File: config.mk
export PLATFORM = sky130hd
export DESIGN_NAME = odom_integrator
export DESIGN_NICKNAME = d
export VERILOG_FILES = /design/src/rtl/odom_integrator.sv
export SDC_FILE = /design/constraint.sdc
export NUM_CORES = 1
export LEC_CHECK = 0
export CORE_MARGIN = 3
export CORE_UTILIZATION = 50
export DETAILED_ROUTE_END_ITERATION = 8
export GPL_TIMING_DRIVEN = 0
export PLACE_DENSITY = 0.69
export SETUP_SLACK_MARGIN = 0.05
export SLEW_MARGIN = 30
export SYNTH_ARGS = -nofsm -noshare
export SYNTH_HDL_FRONTEND = slang
export SYNTH_SLANG_ARGS = --single-unit
File: constraint.sdc
create_clock -name ODOM_INTEGRATOR_CLOCK_50 -period 8.55 [get_ports ODOM_INTEGRATOR_CLOCK_50]
set_input_delay 2.1375 -clock ODOM_INTEGRATOR_CLOCK_50 [delete_from_list [all_inputs] [get_ports ODOM_INTEGRATOR_CLOCK_50]]
set_output_delay 2.1375 -clock ODOM_INTEGRATOR_CLOCK_50 [all_outputs]
set_load 0.05 [all_outputs]
File: src/rtl/odom_integrator.sv
// Tick-driven pose integrator: x, y [m] and theta [deg] advanced from global
// velocities through one shared signed multiplier over five clock cycles.
//
// state   | meaning
// IDLE    | waiting for a tick falling edge; pose held
// MUL_VX  | dx = vx * dt
// MUL_VY  | dy = vy * dt
// MUL_WZ  | dthRad = wz * dt
// MUL_DEG | dth = dthRad * 180/pi
// ACCUM   | saturating position add, wrapped theta add, DONE pulse
module odom_integrator #(
  parameter int N_WIDTH   = 17,
  parameter int Q_WIDTH   = 8,
  parameter int DT_Q      = 43,
  parameter int RAD2DEG_Q = 14668
) (
  input  logic                      ODOM_INTEGRATOR_CLOCK_50,
  input  logic                      ODOM_INTEGRATOR_Reset_InLow,
  input  logic                      ODOM_INTEGRATOR_SETBEGIN_InLow,
  input  logic                      ODOM_INTEGRATOR_TICKLOAD_InLow,
  input  logic signed [N_WIDTH-1:0] ODOM_INTEGRATOR_VX_InBus,
  input  logic signed [N_WIDTH-1:0] ODOM_INTEGRATOR_VY_InBus,
  input  logic signed [N_WIDTH-1:0] ODOM_INTEGRATOR_WZ_InBus,
  input  logic signed [N_WIDTH-1:0] ODOM_INTEGRATOR_INITX_InBus,
  input  logic signed [N_WIDTH-1:0] ODOM_INTEGRATOR_INITY_InBus,
  input  logic signed [N_WIDTH-1:0] ODOM_INTEGRATOR_INITTHETA_InBus,
  output logic signed [N_WIDTH-1:0] ODOM_INTEGRATOR_POSX_OutBus,
  output logic signed [N_WIDTH-1:0] ODOM_INTEGRATOR_POSY_OutBus,
  output logic signed [N_WIDTH-1:0] ODOM_INTEGRATOR_THETA_OutBus,
  output logic                      ODOM_INTEGRATOR_BUSY_Out,
  output logic                      ODOM_INTEGRATOR_DONE_Out,
  output logic                      ODOM_INTEGRATOR_SAT_Out,
  output logic                      ODOM_INTEGRATOR_OVERRUN_Out
);

  typedef enum logic [2:0] {
    IDLE    = 3'd0,
    MUL_VX  = 3'd1,
    MUL_VY  = 3'd2,
    MUL_WZ  = 3'd3,
    MUL_DEG = 3'd4,
    ACCUM   = 3'd5
  } stateT;

  localparam logic signed [N_WIDTH-1:0] DT_K      = N_WIDTH'(DT_Q);
  localparam logic signed [N_WIDTH-1:0] RAD2DEG_K = N_WIDTH'(RAD2DEG_Q);
  localparam logic signed [N_WIDTH:0]   POS_MAX   = (N_WIDTH+1)'((2**(N_WIDTH-1)) - 1);
  localparam logic signed [N_WIDTH:0]   POS_MIN   = (N_WIDTH+1)'(-(2**(N_WIDTH-1)));
  localparam logic signed [N_WIDTH+1:0] TH_HALF   = (N_WIDTH+2)'(180 * (2**Q_WIDTH));
  localparam logic signed [N_WIDTH+1:0] TH_FULL   = (N_WIDTH+2)'(360 * (2**Q_WIDTH));

  stateT state, stateNext;

  logic                      tickPrev;
  logic                      tickEvent;
  logic signed [N_WIDTH-1:0] vxReg, vyReg, wzReg;
  logic signed [N_WIDTH-1:0] dxReg, dyReg, dthRadReg, dthReg;
  logic signed [N_WIDTH-1:0] posX, posY, theta;
  logic                      doneReg, satReg, overrunReg;

  logic signed [N_WIDTH-1:0]   mulA, mulB, mulRes;
  logic signed [2*N_WIDTH-1:0] mulProd;

  logic signed [N_WIDTH:0]   sumX, sumY;
  logic signed [N_WIDTH-1:0] nextX, nextY, nextTheta;
  logic                      satHit;
  logic signed [N_WIDTH+1:0] thSum, thWrapped;

  assign tickEvent = tickPrev & ~ODOM_INTEGRATOR_TICKLOAD_InLow;

  // One multiplier serves all four scaling steps; the operands follow the state.
  always_comb begin
    mulA = vxReg;
    mulB = DT_K;
    case (state)
      MUL_VX:  begin mulA = vxReg;     mulB = DT_K;      end
      MUL_VY:  begin mulA = vyReg;     mulB = DT_K;      end
      MUL_WZ:  begin mulA = wzReg;     mulB = DT_K;      end
      MUL_DEG: begin mulA = dthRadReg; mulB = RAD2DEG_K; end
      default: begin mulA = vxReg;     mulB = DT_K;      end
    endcase
  end

  assign mulProd = (2*N_WIDTH)'(mulA) * (2*N_WIDTH)'(mulB);
  assign mulRes  = N_WIDTH'(mulProd >>> Q_WIDTH);

  always_comb begin
    sumX   = (N_WIDTH+1)'(posX) + (N_WIDTH+1)'(dxReg);
    sumY   = (N_WIDTH+1)'(posY) + (N_WIDTH+1)'(dyReg);
    nextX  = N_WIDTH'(sumX);
    nextY  = N_WIDTH'(sumY);
    satHit = 1'b0;
    if (sumX > POS_MAX) begin
      nextX  = POS_MAX[N_WIDTH-1:0];
      satHit = 1'b1;
    end else if (sumX < POS_MIN) begin
      nextX  = POS_MIN[N_WIDTH-1:0];
      satHit = 1'b1;
    end
    if (sumY > POS_MAX) begin
      nextY  = POS_MAX[N_WIDTH-1:0];
      satHit = 1'b1;
    end else if (sumY < POS_MIN) begin
      nextY  = POS_MIN[N_WIDTH-1:0];
      satHit = 1'b1;
    end
  end

  // A single wrap step suffices because one tick never turns more than 180 deg.
  always_comb begin
    thSum     = (N_WIDTH+2)'(theta) + (N_WIDTH+2)'(dthReg);
    thWrapped = thSum;
    if (thSum > TH_HALF) begin
      thWrapped = thSum - TH_FULL;
    end else if (thSum <= -TH_HALF) begin
      thWrapped = thSum + TH_FULL;
    end
    nextTheta = N_WIDTH'(thWrapped);
  end

  always_comb begin
    stateNext = state;
    if (!ODOM_INTEGRATOR_SETBEGIN_InLow) begin
      stateNext = IDLE;
    end else begin
      case (state)
        IDLE:    if (tickEvent) stateNext = MUL_VX;
        MUL_VX:  stateNext = MUL_VY;
        MUL_VY:  stateNext = MUL_WZ;
        MUL_WZ:  stateNext = MUL_DEG;
        MUL_DEG: stateNext = ACCUM;
        ACCUM:   stateNext = IDLE;
        default: stateNext = IDLE;
      endcase
    end
  end

  always_ff @(posedge ODOM_INTEGRATOR_CLOCK_50 or negedge ODOM_INTEGRATOR_Reset_InLow) begin
    if (!ODOM_INTEGRATOR_Reset_InLow) begin
      state      <= IDLE;
      tickPrev   <= 1'b0;
      vxReg      <= '0;
      vyReg      <= '0;
      wzReg      <= '0;
      dxReg      <= '0;
      dyReg      <= '0;
      dthRadReg  <= '0;
      dthReg     <= '0;
      posX       <= '0;
      posY       <= '0;
      theta      <= '0;
      doneReg    <= 1'b0;
      satReg     <= 1'b0;
      overrunReg <= 1'b0;
    end else begin
      state    <= stateNext;
      tickPrev <= ODOM_INTEGRATOR_TICKLOAD_InLow;
      doneReg  <= 1'b0;
      if (!ODOM_INTEGRATOR_SETBEGIN_InLow) begin
        posX       <= ODOM_INTEGRATOR_INITX_InBus;
        posY       <= ODOM_INTEGRATOR_INITY_InBus;
        theta      <= ODOM_INTEGRATOR_INITTHETA_InBus;
        satReg     <= 1'b0;
        overrunReg <= 1'b0;
      end else begin
        if (tickEvent && state != IDLE) overrunReg <= 1'b1;
        case (state)
          IDLE: begin
            if (tickEvent) begin
              vxReg <= ODOM_INTEGRATOR_VX_InBus;
              vyReg <= ODOM_INTEGRATOR_VY_InBus;
              wzReg <= ODOM_INTEGRATOR_WZ_InBus;
            end
          end
          MUL_VX:  dxReg     <= mulRes;
          MUL_VY:  dyReg     <= mulRes;
          MUL_WZ:  dthRadReg <= mulRes;
          MUL_DEG: dthReg    <= mulRes;
          ACCUM: begin
            posX    <= nextX;
            posY    <= nextY;
            theta   <= nextTheta;
            doneReg <= 1'b1;
            if (satHit) satReg <= 1'b1;
          end
          default: ;
        endcase
      end
    end
  end

  assign ODOM_INTEGRATOR_POSX_OutBus  = posX;
  assign ODOM_INTEGRATOR_POSY_OutBus  = posY;
  assign ODOM_INTEGRATOR_THETA_OutBus = theta;
  assign ODOM_INTEGRATOR_BUSY_Out     = (state != IDLE);
  assign ODOM_INTEGRATOR_DONE_Out     = doneReg;
  assign ODOM_INTEGRATOR_SAT_Out      = satReg;
  assign ODOM_INTEGRATOR_OVERRUN_Out  = overrunReg;

endmodule

==> results of run 1 <==
## stage by stage
stage	utilization [%]	setup slack (ns)	area, um2
final	60.3	0.385	18000
after detailed placement	58.2	0.0140	17300
after CTS	60.3	0.0689	18000
after global placement	58.0	-2.07	17300
after floorplan	-	1.52	15200
after global routing	60.3	0.0716	18000
## metal layers
metal	vias up	part of all wire, %
met2	476	47
li1	5895	-
met5	-	0
met1	6058	44
met3	77	6.2
met4	0	2.8
## critical path, delay by kind of cell (launching register included)
family / cells / cell delay (ns)
AOI/OAI and AO/OA: 5 / 1.40
DFF: 1 / 0.32
muxes: 1 / 0.30
xor gates and xnor gates: 1 / 0.53
and+or+nand+nor: 5 / 0.68
adders and majority gates: 7 / 3.01
buffers and inverters: 7 / 1.77
## cell usage in the layout (no fill, tap or decap), types with 25 or more instances in the layout
| cell | instances |
|---|---|
| a21o_1 | 28 |
| a21oi_1 | 93 |
| clkbuf_1 | 53 |
| clkdlybuf4s50_1 | 159 |
| dfrtp_1 | 177 |
| fa_1 | 96 |
| ha_1 | 163 |
| inv_1 | 204 |
| mux2_2 | 63 |
| nand2_1 | 139 |
| nor2_1 | 93 |
| o21ai_0 | 119 |
| xnor2_1 | 43 |
| xor2_1 | 25 |
## worst max-delay path by stage
stage                                           start  cells past startpoint  slack [ns]          to
after floorplan                              state[2]                     28        1.52  dthReg[14]
after global placement    ODOM_INTEGRATOR_Reset_InLow                      1       -2.07   vyReg[16]
after detailed placement                     state[2]                     26        0.01    dxReg[9]
after CTS                                    state[2]                     26        0.07   dyReg[15]
after global routing                         state[0]                     27        0.07    dyReg[6]
final                                        state[0]                     26        0.38    dxReg[6]
## cell families (layout without fill, tap and decap cells)
logic type	after synthesis	after routing	share of synthesized area, %
adders and majority gates	259	259	26.1
AOI/OAI and AO/OA	386	386	16.7
and+or+nand+nor	378	378	11.9
muxes	73	73	5.33
xor gates and xnor gates	72	72	4.20
buffers and inverters	267	461	6.65
DFF	177	177	29.2
## registers in the layout, summed over array words and instances, names as in the netlist
name / cells
dxReg: 17
vyReg: 17
dthReg: 17
ODOM_INTEGRATOR_DONE_Out: 1
ODOM_INTEGRATOR_POSX_OutBus: 17
dyReg: 17
ODOM_INTEGRATOR_OVERRUN_Out: 1
wzReg: 17
state: 3
ODOM_INTEGRATOR_THETA_OutBus: 17
ODOM_INTEGRATOR_SAT_Out: 1
vxReg: 17
ODOM_INTEGRATOR_POSY_OutBus: 17
dthRadReg: 17
tickPrev: 1
## repair_timing
action                                  4_1_cts  5_1_grt
gates resized for setup                       3        6
endpoints found under the hold margin         0        0
endpoints found under the setup margin       10       44
pin swaps                                     0        0
cloned                                        0        0
## cell type report
class | count | area, um2
buffer | 61 | 239
clock buffer | 18 | 429
clock inverter | 14 | 170
fill | 2589 | 11800
inverter | 206 | 773
multi-input combinational | 1168 | 9770
sequential | 177 | 4430
tap | 390 | 488
timing repair buffer | 162 | 1660
==> reports/summary.log, run 1 <==
qor: critical_path.reg2reg_from state[0]
qor: critical_path.cp_max_fanout 10
qor: critical_path.cpMaxStageDelayCell buf_1
qor: die.fp.dieArea 0.0325 mm2
qor: clock_network.numCtsBuffers 17
qor: critical_path.worst-endpoint-required 8.84 ns
qor: detailed_routing.drc 0
qor: timing.hold_vio_cnt_final 0
qor: timing.timing_worst_slew_pin_value 0.937 ns
qor: critical_path.timing.setup.critical_path_class register to register
qor: final_layout.diodes_inserted 0
qor: grt.grt_use_total 26.3%
qor: timing.max_slew_violation_count 0
qor: critical_path.worst-endpoint-arrival 8.46 ns
qor: logic_synthesis.ys_seq_area_share 29.2%
qor: clock_network.clock_tree.root_cell clkbuf_16
qor: min_path.worstHoldStart dxReg[3]
qor: flow_run.max-cap-violations 0
qor: logic_synthesis.syn-instance-count 1,612
qor: grt.grt.met2_usage 44.1%
qor: timing.setup-tns-final 0 ns
qor: logic_synthesis.post_synth_instance_area 0.0152 mm2
qor: grt.grt-ovfl-total 0
qor: logic_synthesis.syn_nets 1,977
qor: place.post_placement_cell_count 2,164
qor: critical_path.reg2reg_to dxReg[6]
qor: grt.groute.layer.met1.usage 35.7%
qor: timing.report.final.setup_viol 0
qor: die.io_pins 161
qor: grt.globalRouteMet3Util 3.65%
qor: final_layout.num-nets-final 2,158
qor: min_path.min-delay-path-class register to register
qor: critical_path.worst_r2r_path_depth 26
qor: timing.finalCriticalPeriod 8.17 ns
qor: detailed_routing.num_vias 12,506
qor: critical_path.critPathMaxStageDelay 0.65 ns
qor: logic_synthesis.synth_top_area_share 29.2%
qor: logic_synthesis.synthMostInstantiatedCell inv_1
qor: logic_synthesis.synthTopCellsByArea dfrtp_1 (29%), ha_1 (13%), fa_1 (13%), inv_1 (5.0%), mux2_2 (4.7%)
qor: timing.period_share 95.5%
qor: final_layout.post_layout_nonfiller_instances 2,196
qor: critical_path.critical_path.endpoint_type register
qor: timing.fmax 0.122 GHz
qor: detailed_routing.detail_route.wl_per_cell 19.5 um
qor: final_layout.area_growth 18.3%
qor: min_path.worst_hold_path_ep dxReg[3]
qor: grt.grt_most_used_layer met2
qor: outcome.outcome complete, no violations
qor: logic_synthesis.synth-edff-count 0
qor: die.chipWidth 180 um
qor: critical_path.cp-start-kind register
qor: logic_synthesis.synth.top_cells.by_count inv_1 (204), dfrtp_1 (177), ha_1 (163)
qor: timing.final.setup_skew 0.0116 ns
qor: detailed_routing.antenna_violating_nets_post_route 0
qor: clock_network.cts-hold-fix-buffers 0
qor: detailed_routing.totalWireLength 42.9 mm
qor: clock_network.clock-sinks 177
qor: timing.timing.hold.ws 0.495 ns
qor: grt.grt_antenna_before_repair 0
qor: place.gp_congestion 0.945
qor: critical_path.rrSetupSlack 0.38 ns
qor: timing.timing.max_slew.rel_slack 36.7%
qor: final_layout.layout-drive-gt1-share 8.08%
qor: die.start_util 51.0%
qor: logic_synthesis.netlist.top_cell.by_area dfrtp_1
qor: logic_synthesis.async_flop_share 100%
qor: min_path.hold_path_cell_cnt 2
qor: die.design.core.area 0.0298 mm2
qor: grt.grt_pass1_vias 12,724
qor: detailed_routing.detail_route.vias_per_cell 5.69
qor: clock_network.clk_pin_slew_worst_paths 0.07 ns
qor: logic_synthesis.synth.lib_cells_used.distinct 83
qor: clock_network.cts_htree_levels 4
qor: clock_network.ctsLongestPathBuffers 2
qor: timing.rsz0062_at_grt false
qor: grt.grt_first_pass_wirelength 68.6 mm
qor: detailed_routing.firstDrtPassIters 9
qor: logic_synthesis.seq_cells_post_synth 177
qor: die.die_h 180 um
qor: place.dpl.hpwl 34.3 mm
qor: logic_synthesis.synth_top_flop_cell dfrtp_1
qor: detailed_routing.dr.first_iter.drc_count 1,059
qor: clock_network.clock_latency 0.45 ns
qor: clock_network.cts_tree yes
qor: logic_synthesis.postSynthAreaPerCell 9.42 um2
qor: die.placementRows 63
qor: logic_synthesis.yosys_warnings 0
qor: place.place.port_buffers 160
qor: clock_network.post_cts_buffers 0
qor: grt.maximum_number_of_pins_on_one_net_before_global_route_repair 71
Power of run 1 is left out: the tool's default activity adds up to more than one toggle a clock period on the data nets, which glitch-free logic cannot reach.
==> run 2, diff against run 1 <==
- CTS_BUF_LIST: not set -> sky130_fd_sc_hd__clkbuf_8
==> run 2 against run 1 <==
  * Count of clock-buffer cells in the layout decreased by 1
  * Core utilization down 0.63 points
  * Maximum frequency rose by 0.20%
  * Via count is 0.53% lower
  * Register-to-register slack gained 0.02 ns
  * Final cell count unchanged
  * Setup slack gained 0.016 ns
  * Non-clock buffer count unchanged
  * Clock skew is 0.0087 ns higher
  * Die area is the same
  * Routed wire length down 0.86%
  * Critical path depth shrank 1
==> reports/summary.log, run 2 (synthesis gave the netlist of run 1 again) <==
qor: outcome.outcome complete, no violations
qor: detailed_routing.antenna_violating_nets_post_route 0 [unchanged]
qor: grt.grt_pass1_vias 12,586 [-1.1%]
qor: grt.grt_use_total 26.1% [-0.22 points]
qor: final_layout.fill_cells 2,626 [+1.4%]
qor: critical_path.worst-endpoint-required 8.87 ns [+0.03 ns]
qor: timing.fmax 0.123 GHz [+0.20%]
qor: timing.timing.hold.ws 0.501 ns [+0.00658 ns]
qor: die.die_h 180 um [unchanged]
qor: die.start_util 51.0% [unchanged]
qor: critical_path.timing.setup.critical_path_class register to register
qor: final_layout.final_cell_mix inv_1 (205), dfrtp_1 (177), ha_1 (163), clkdlybuf4s50_1 (159), nand2_1 (139)
qor: final_layout.layout_commonest_cell inv_1
qor: final_layout.layout.cell_area.non_filler 0.0178 mm2 [-1.0%]
qor: timing.final.setup_skew 0.0204 ns [+0.00872 ns]
qor: place.dpl.hpwl 34.3 mm [unchanged]
qor: min_path.min-delay-path-class register to register
qor: detailed_routing.detail_route.wl_per_cell 19.4 um [-0.86%]
qor: clock_network.post_cts_buffers 0 [unchanged]
qor: final_layout.layout-drive-gt1-share 8.14% [+0.055 points]
qor: timing.finalCriticalPeriod 8.15 ns [-0.0162 ns]
qor: place.gp_congestion 0.945 [unchanged]
qor: timing.hold_vio_cnt_final 0 [unchanged]
qor: clock_network.cts_htree_levels 4 [unchanged]
qor: clock_network.ctsLongestPathBuffers 2 [unchanged]
qor: clock_network.clock_latency 0.48 ns [+0.03 ns]
qor: detailed_routing.detail_route.vias_per_cell 5.66 [-0.53%]
qor: final_layout.num-nets-final 2,158 [unchanged]
qor: die.chipWidth 180 um [unchanged]
qor: grt.grt-ovfl-total 0 [unchanged]
qor: clock_network.clock_tree.root_cell clkbuf_8
qor: clock_network.clk_pin_slew_worst_paths 0.10 ns [+0.03 ns]
qor: timing.timing_worst_slew_pin_value 0.900 ns [-0.0371 ns]
qor: critical_path.cp-start-kind register
qor: place.placement.cell_area 0.0173 mm2 [unchanged]
qor: critical_path.cp-startpoint state[0]
qor: critical_path.cp_max_fanout 10 [unchanged]
qor: place.post_placement_cell_count 2,164 [unchanged]
qor: grt.grt.met2_usage 44.0% [-0.11 points]
qor: min_path.worstHoldStart dyReg[16]
qor: critical_path.worst-endpoint-arrival 8.47 ns [about the same]
qor: critical_path.reg2reg_from state[0]
qor: die.placementRows 63 [unchanged]
qor: die.fp.dieArea 0.0325 mm2 [unchanged]
qor: grt.grt_first_pass_wirelength 68.0 mm [-0.77%]
qor: detailed_routing.drc 0 [unchanged]
qor: clock_network.cts_tree yes
qor: timing.timing.max_slew.rel_slack 39.2% [+2.5 points]
qor: clock_network.clock-sinks 177 [unchanged]
qor: place.place.port_buffers 160 [unchanged]
qor: critical_path.critical_path.endpoint_type register
qor: grt.maximum_number_of_pins_on_one_net_before_global_route_repair 71 [unchanged]
qor: die.design.core.area 0.0298 mm2 [unchanged]
qor: grt.groute.layer.met1.usage 35.6% [-0.10 points]
qor: final_layout.post_layout_nonfiller_instances 2,196 [unchanged]
qor: grt.grt_antenna_before_repair 0 [unchanged]
qor: timing.rsz0062_at_grt false
qor: detailed_routing.dr.first_iter.drc_count 1,008 [-4.8%]
qor: timing.max_slew_violation_count 0 [unchanged]
qor: detailed_routing.firstDrtPassIters 6 [-3]
qor: detailed_routing.totalWireLength 42.5 mm [-0.86%]
qor: timing.period_share 95.3% [-0.19 points]
qor: grt.grt_most_used_layer met2
qor: detailed_routing.num_vias 12,440 [-0.53%]
qor: final_layout.area_growth 17.1%
qor: clock_network.numCtsBuffers 17 [unchanged]
qor: die.io_pins 161 [unchanged]
qor: flow_run.max-cap-violations 0 [unchanged]
qor: grt.globalRouteMet3Util 3.17% [-0.48 points]
qor: timing.report.final.setup_viol 0 [unchanged]
qor: final_layout.diodes_inserted 0 [unchanged]
-- run 2: cell count changes in the layout (fill, tap and decap cells not counted), sizes merged --
cell    previous run  this run
inv              211       212
clkbuf            73        72
-- run 2: final cells by class --
type	instances	area [um2]	share of cell area, %
Buffer	61	240	1.35
Clock inverter	15	174	0.978
Clock buffer	17	234	1.32
Timing Repair Buffer	162	1660	9.35
Sequential cell	177	4430	24.9
Tap cell	390	488	2.75
Inverter	206	773	4.35
Multi-Input combinational cell	1168	9780	55.0
-- run 2: per-layer routing --
layer  up-vias  wire length, um
met3        70             2330
met2       443            20100
met4         0              998
li1       5883                -
met5         -                0
met1      6044            19100
-- run 2: timing repair --
| action | in CTS | in global routing |
|---|---|---|
| resized for setup | 3 | 8 |
| gates cloned | 0 | 0 |
| hold buffers | 0 | 0 |
| endpoints found under the setup margin | 8 | 44 |
-- run 2: worst paths after layout --
kind,to,slack [ns],cells after the start
setup reg to reg,dyReg[15],0.40,25
hold reg to reg,dyReg[16],0.50,2
setup / recovery,dyReg[15],0.40,25
max in group asynchronous,wzReg[15],6.31,2
min in group asynchronous,ODOM_INTEGRATOR_POSX_OutBus[10],1.53,1
hold / removal,dyReg[16],0.50,2
-- run 2: through the flow --
stage	setup TNS [ns]	setup WS, ns	utilization (%)
6_report	0	0.401	59.7
5_1_grt	0	0.0640	59.7
4_1_cts	0	0.0673	59.6
3_5_place_dp	0	0.0140	58.2
3_3_place_gp	-364.10	-2.07	58.0
2_1_floorplan	0	1.52	-
-- run 2: worst max-delay path, stage by stage (launching register included) --
cell and delay, ns:
dfrtp_1 0.33, buf_2 0.30, buf_1 0.60, buf_1 0.66, mux2i_1 0.29, nor2_1 0.06
a211oi_1 0.40, o21ai_0 0.18, ha_1 0.31, inv_1 0.05, fa_1 0.47, inv_1 0.05
fa_1 0.46, ha_1 0.34, fa_1 0.54, inv_1 0.05, fa_1 0.52, inv_1 0.05
ha_1 0.35, nand4_1 0.11, or2_2 0.29, o21a_1 0.23, o21ai_1 0.41, a21oi_1 0.17
xnor2_1 0.58, o21ai_0 0.20
Power of run 2 is left out for the same reason.
==> run 3, diff against run 2 <==
- CORE_MARGIN: 3 -> 4
==> run 3 against run 2 <==
  * Non-clock buffer count unchanged
  * Setup slack improved by 0.040 ns
  * Highest routed layer unchanged
  * Via count decreased by 0.64%
  * Maximum frequency increased by 0.50%
  * Die area increased by 2.2%
  * Final area increased by 0.13%
  * Sequential share of layout area about the same
==> reports/summary.log, run 3 (synthesis gave the netlist of run 1 again) <==
qor: flow_run.max-cap-violations 0 [unchanged]
qor: final_layout.diodes_inserted 0 [unchanged]
qor: final_layout.fill_cells 2,636 [+0.38%]
qor: clock_network.clock-sinks 177 [unchanged]
qor: clock_network.cts-hold-fix-buffers 0 [unchanged]
qor: detailed_routing.num_vias 12,361 [-0.64%]
qor: min_path.worstHoldStart dyReg[4]
qor: timing.fmax 0.123 GHz [+0.50%]
qor: detailed_routing.drc 0 [unchanged]
qor: final_layout.layout_commonest_cell inv_1
qor: timing.timing.max_slew.rel_slack 44.7% [+5.5 points]
qor: final_layout.area_growth 17.2%
qor: clock_network.cts_tree yes
qor: detailed_routing.dr.first_iter.drc_count 926 [-8.1%]
qor: die.placementRows 63 [unchanged]
qor: critical_path.critical_path.endpoint_type register
qor: timing.rsz0062_at_grt false
qor: die.design.core.area 0.0298 mm2 [unchanged]
qor: timing.hold_vio_cnt_final 0 [unchanged]
qor: critical_path.reg2reg_from state[2]
qor: detailed_routing.detail_route.wl_per_cell 19.4 um [about the same]
qor: clock_network.cts_htree_levels 4 [unchanged]
qor: detailed_routing.totalWireLength 42.5 mm [about the same]
qor: timing.timing.hold.ws 0.489 ns [-0.0122 ns]
qor: place.place.port_buffers 160 [unchanged]
qor: critical_path.critPathMaxStageDelay 0.55 ns [-0.11 ns]
qor: timing.max_slew_violation_count 0 [unchanged]
qor: die.fp.dieArea 0.0332 mm2 [+2.2%]
qor: timing.period_share 94.8% [-0.47 points]
qor: critical_path.timing.setup.critical_path_class register to register
qor: detailed_routing.antenna_violating_nets_post_route 0 [unchanged]
qor: detailed_routing.detail_route.vias_per_cell 5.63 [-0.64%]
qor: grt.grt_use_total 25.8% [-0.29 points]
qor: final_layout.final_cell_mix inv_1 (205), dfrtp_1 (177), ha_1 (163), clkdlybuf4s50_1 (159), nand2_1 (139)
qor: grt.grt_first_pass_wirelength 67.8 mm [-0.30%]
qor: die.die_h 182 um [+1.1%]
qor: timing.finalCriticalPeriod 8.11 ns [-0.0403 ns]
qor: timing.final.setup_skew 0.0202 ns [-0.000167 ns]
qor: timing.timing_worst_slew_pin_value 0.819 ns [-0.0809 ns]
qor: die.chipWidth 182 um [+1.1%]
qor: critical_path.cp-startpoint state[2]
qor: final_layout.num-nets-final 2,158 [unchanged]
qor: grt.grt-ovfl-total 0 [unchanged]
qor: grt.grt_pass1_vias 12,647 [+0.48%]
qor: critical_path.timing.critical_path.mode_cell fa_1
qor: clock_network.clk_pin_slew_worst_paths 0.09 ns [about the same]
qor: critical_path.rrSetupSlack 0.44 ns [+0.04 ns]
qor: clock_network.numCtsBuffers 17 [unchanged]
qor: place.dpl.hpwl 34.8 mm [+1.5%]
qor: critical_path.cp_max_fanout 10 [unchanged]
qor: clock_network.clock_latency 0.48 ns [about the same]
qor: clock_network.clock_tree.root_cell clkbuf_8
qor: clock_network.ctsLongestPathBuffers 2 [unchanged]
qor: timing.report.final.setup_viol 0 [unchanged]
qor: place.gp_congestion 0.926 [-2.0%]
qor: grt.grt_antenna_before_repair 0 [unchanged]
qor: critical_path.cp-start-kind register
qor: critical_path.cpMaxStageDelayCell fa_1
qor: grt.maximum_number_of_pins_on_one_net_before_global_route_repair 79 [+11%]
qor: die.start_util 51.0% [unchanged]
qor: critical_path.worst-endpoint-arrival 8.45 ns [-0.02 ns]
qor: detailed_routing.firstDrtPassIters 5 [-1]
qor: outcome.outcome complete, no violations
qor: min_path.min-delay-path-class register to register
qor: final_layout.layout-drive-gt1-share 8.31% [+0.17 points]
qor: die.io_pins 161 [unchanged]
qor: critical_path.worst-endpoint-required 8.89 ns [+0.02 ns]
==> run 3: cell types whose count changed in the layout (fill, tap and decap cells not counted), moves of 2 or more <==
cell        previous run  this run
clkinv_8               2         0
xnor2_2                3         5
xnor2_1               43        41
inv_8                  5         0
clkinvlp_4             1         4
clkbuf_8              17        21
==> run 3: path summary, 6_finish.rpt <==
path	cells after the start	end
setup reg to reg	28	dthReg[14]
hold / removal	2	dyReg[4]
max in group asynchronous	2	ODOM_INTEGRATOR_DONE_Out
setup / recovery	28	dthReg[14]
min in group asynchronous	1	ODOM_INTEGRATOR_POSX_OutBus[13]
hold reg to reg	2	dyReg[4]
==> run 3: what timing repair did <==
action                     4_1_cts  5_1_grt
setup buffers                    0        0
setup endpoints to repair       23       36
resized for setup                1       12
==> run 3: metal layers <==
metal,GRT usage (%),vias up,share of wire [%]
met5,0,-,0
li1,-,5881,-
met3,3.95,64,6.1
met2,43.2,424,47
met1,34.7,5992,44
met4,7.78,0,2.5
==> run 3: critical path: cells and delay by family (launching register included) <==
family / cells / cell delay (ns)
compound gates: 8 / 1.85
xor+xnor: 1 / 0.33
fa+ha+maj: 7 / 3.15
buf+inv: 7 / 1.10
flops: 1 / 0.35
simple gates: 5 / 1.20
==> run 3: area by class of cell <==
type | count | area (um2) | area share [%]
Buffer | 61 | 241 | 1.36
Clock buffer | 21 | 289 | 1.62
Clock inverter | 11 | 129 | 0.724
Inverter | 206 | 773 | 4.34
Multi-Input combinational cell | 1168 | 9790 | 55.0
Sequential cell | 177 | 4430 | 24.9
Tap cell | 390 | 488 | 2.74
Timing Repair Buffer | 162 | 1660 | 9.33
==> run 3: per-stage QoR <==
stage / utilization, % / TNS (ns) / setup WS [ns] / area [um2] / instances
2_1_floorplan: - / 0 / 1.52 / 15200 / 1612
3_3_place_gp: 58.0 / -361.18 / -2.06 / 17300 / 2162
3_5_place_dp: 58.2 / -0.383 / -0.0920 / 17300 / 2164
4_1_cts: 59.6 / 0 / 0.108 / 17800 / 2196
5_1_grt: 59.7 / 0 / 0.136 / 17800 / 2196
6_report: 59.7 / 0 / 0.441 / 17800 / 2196
Power of run 3 is left out for the same reason.
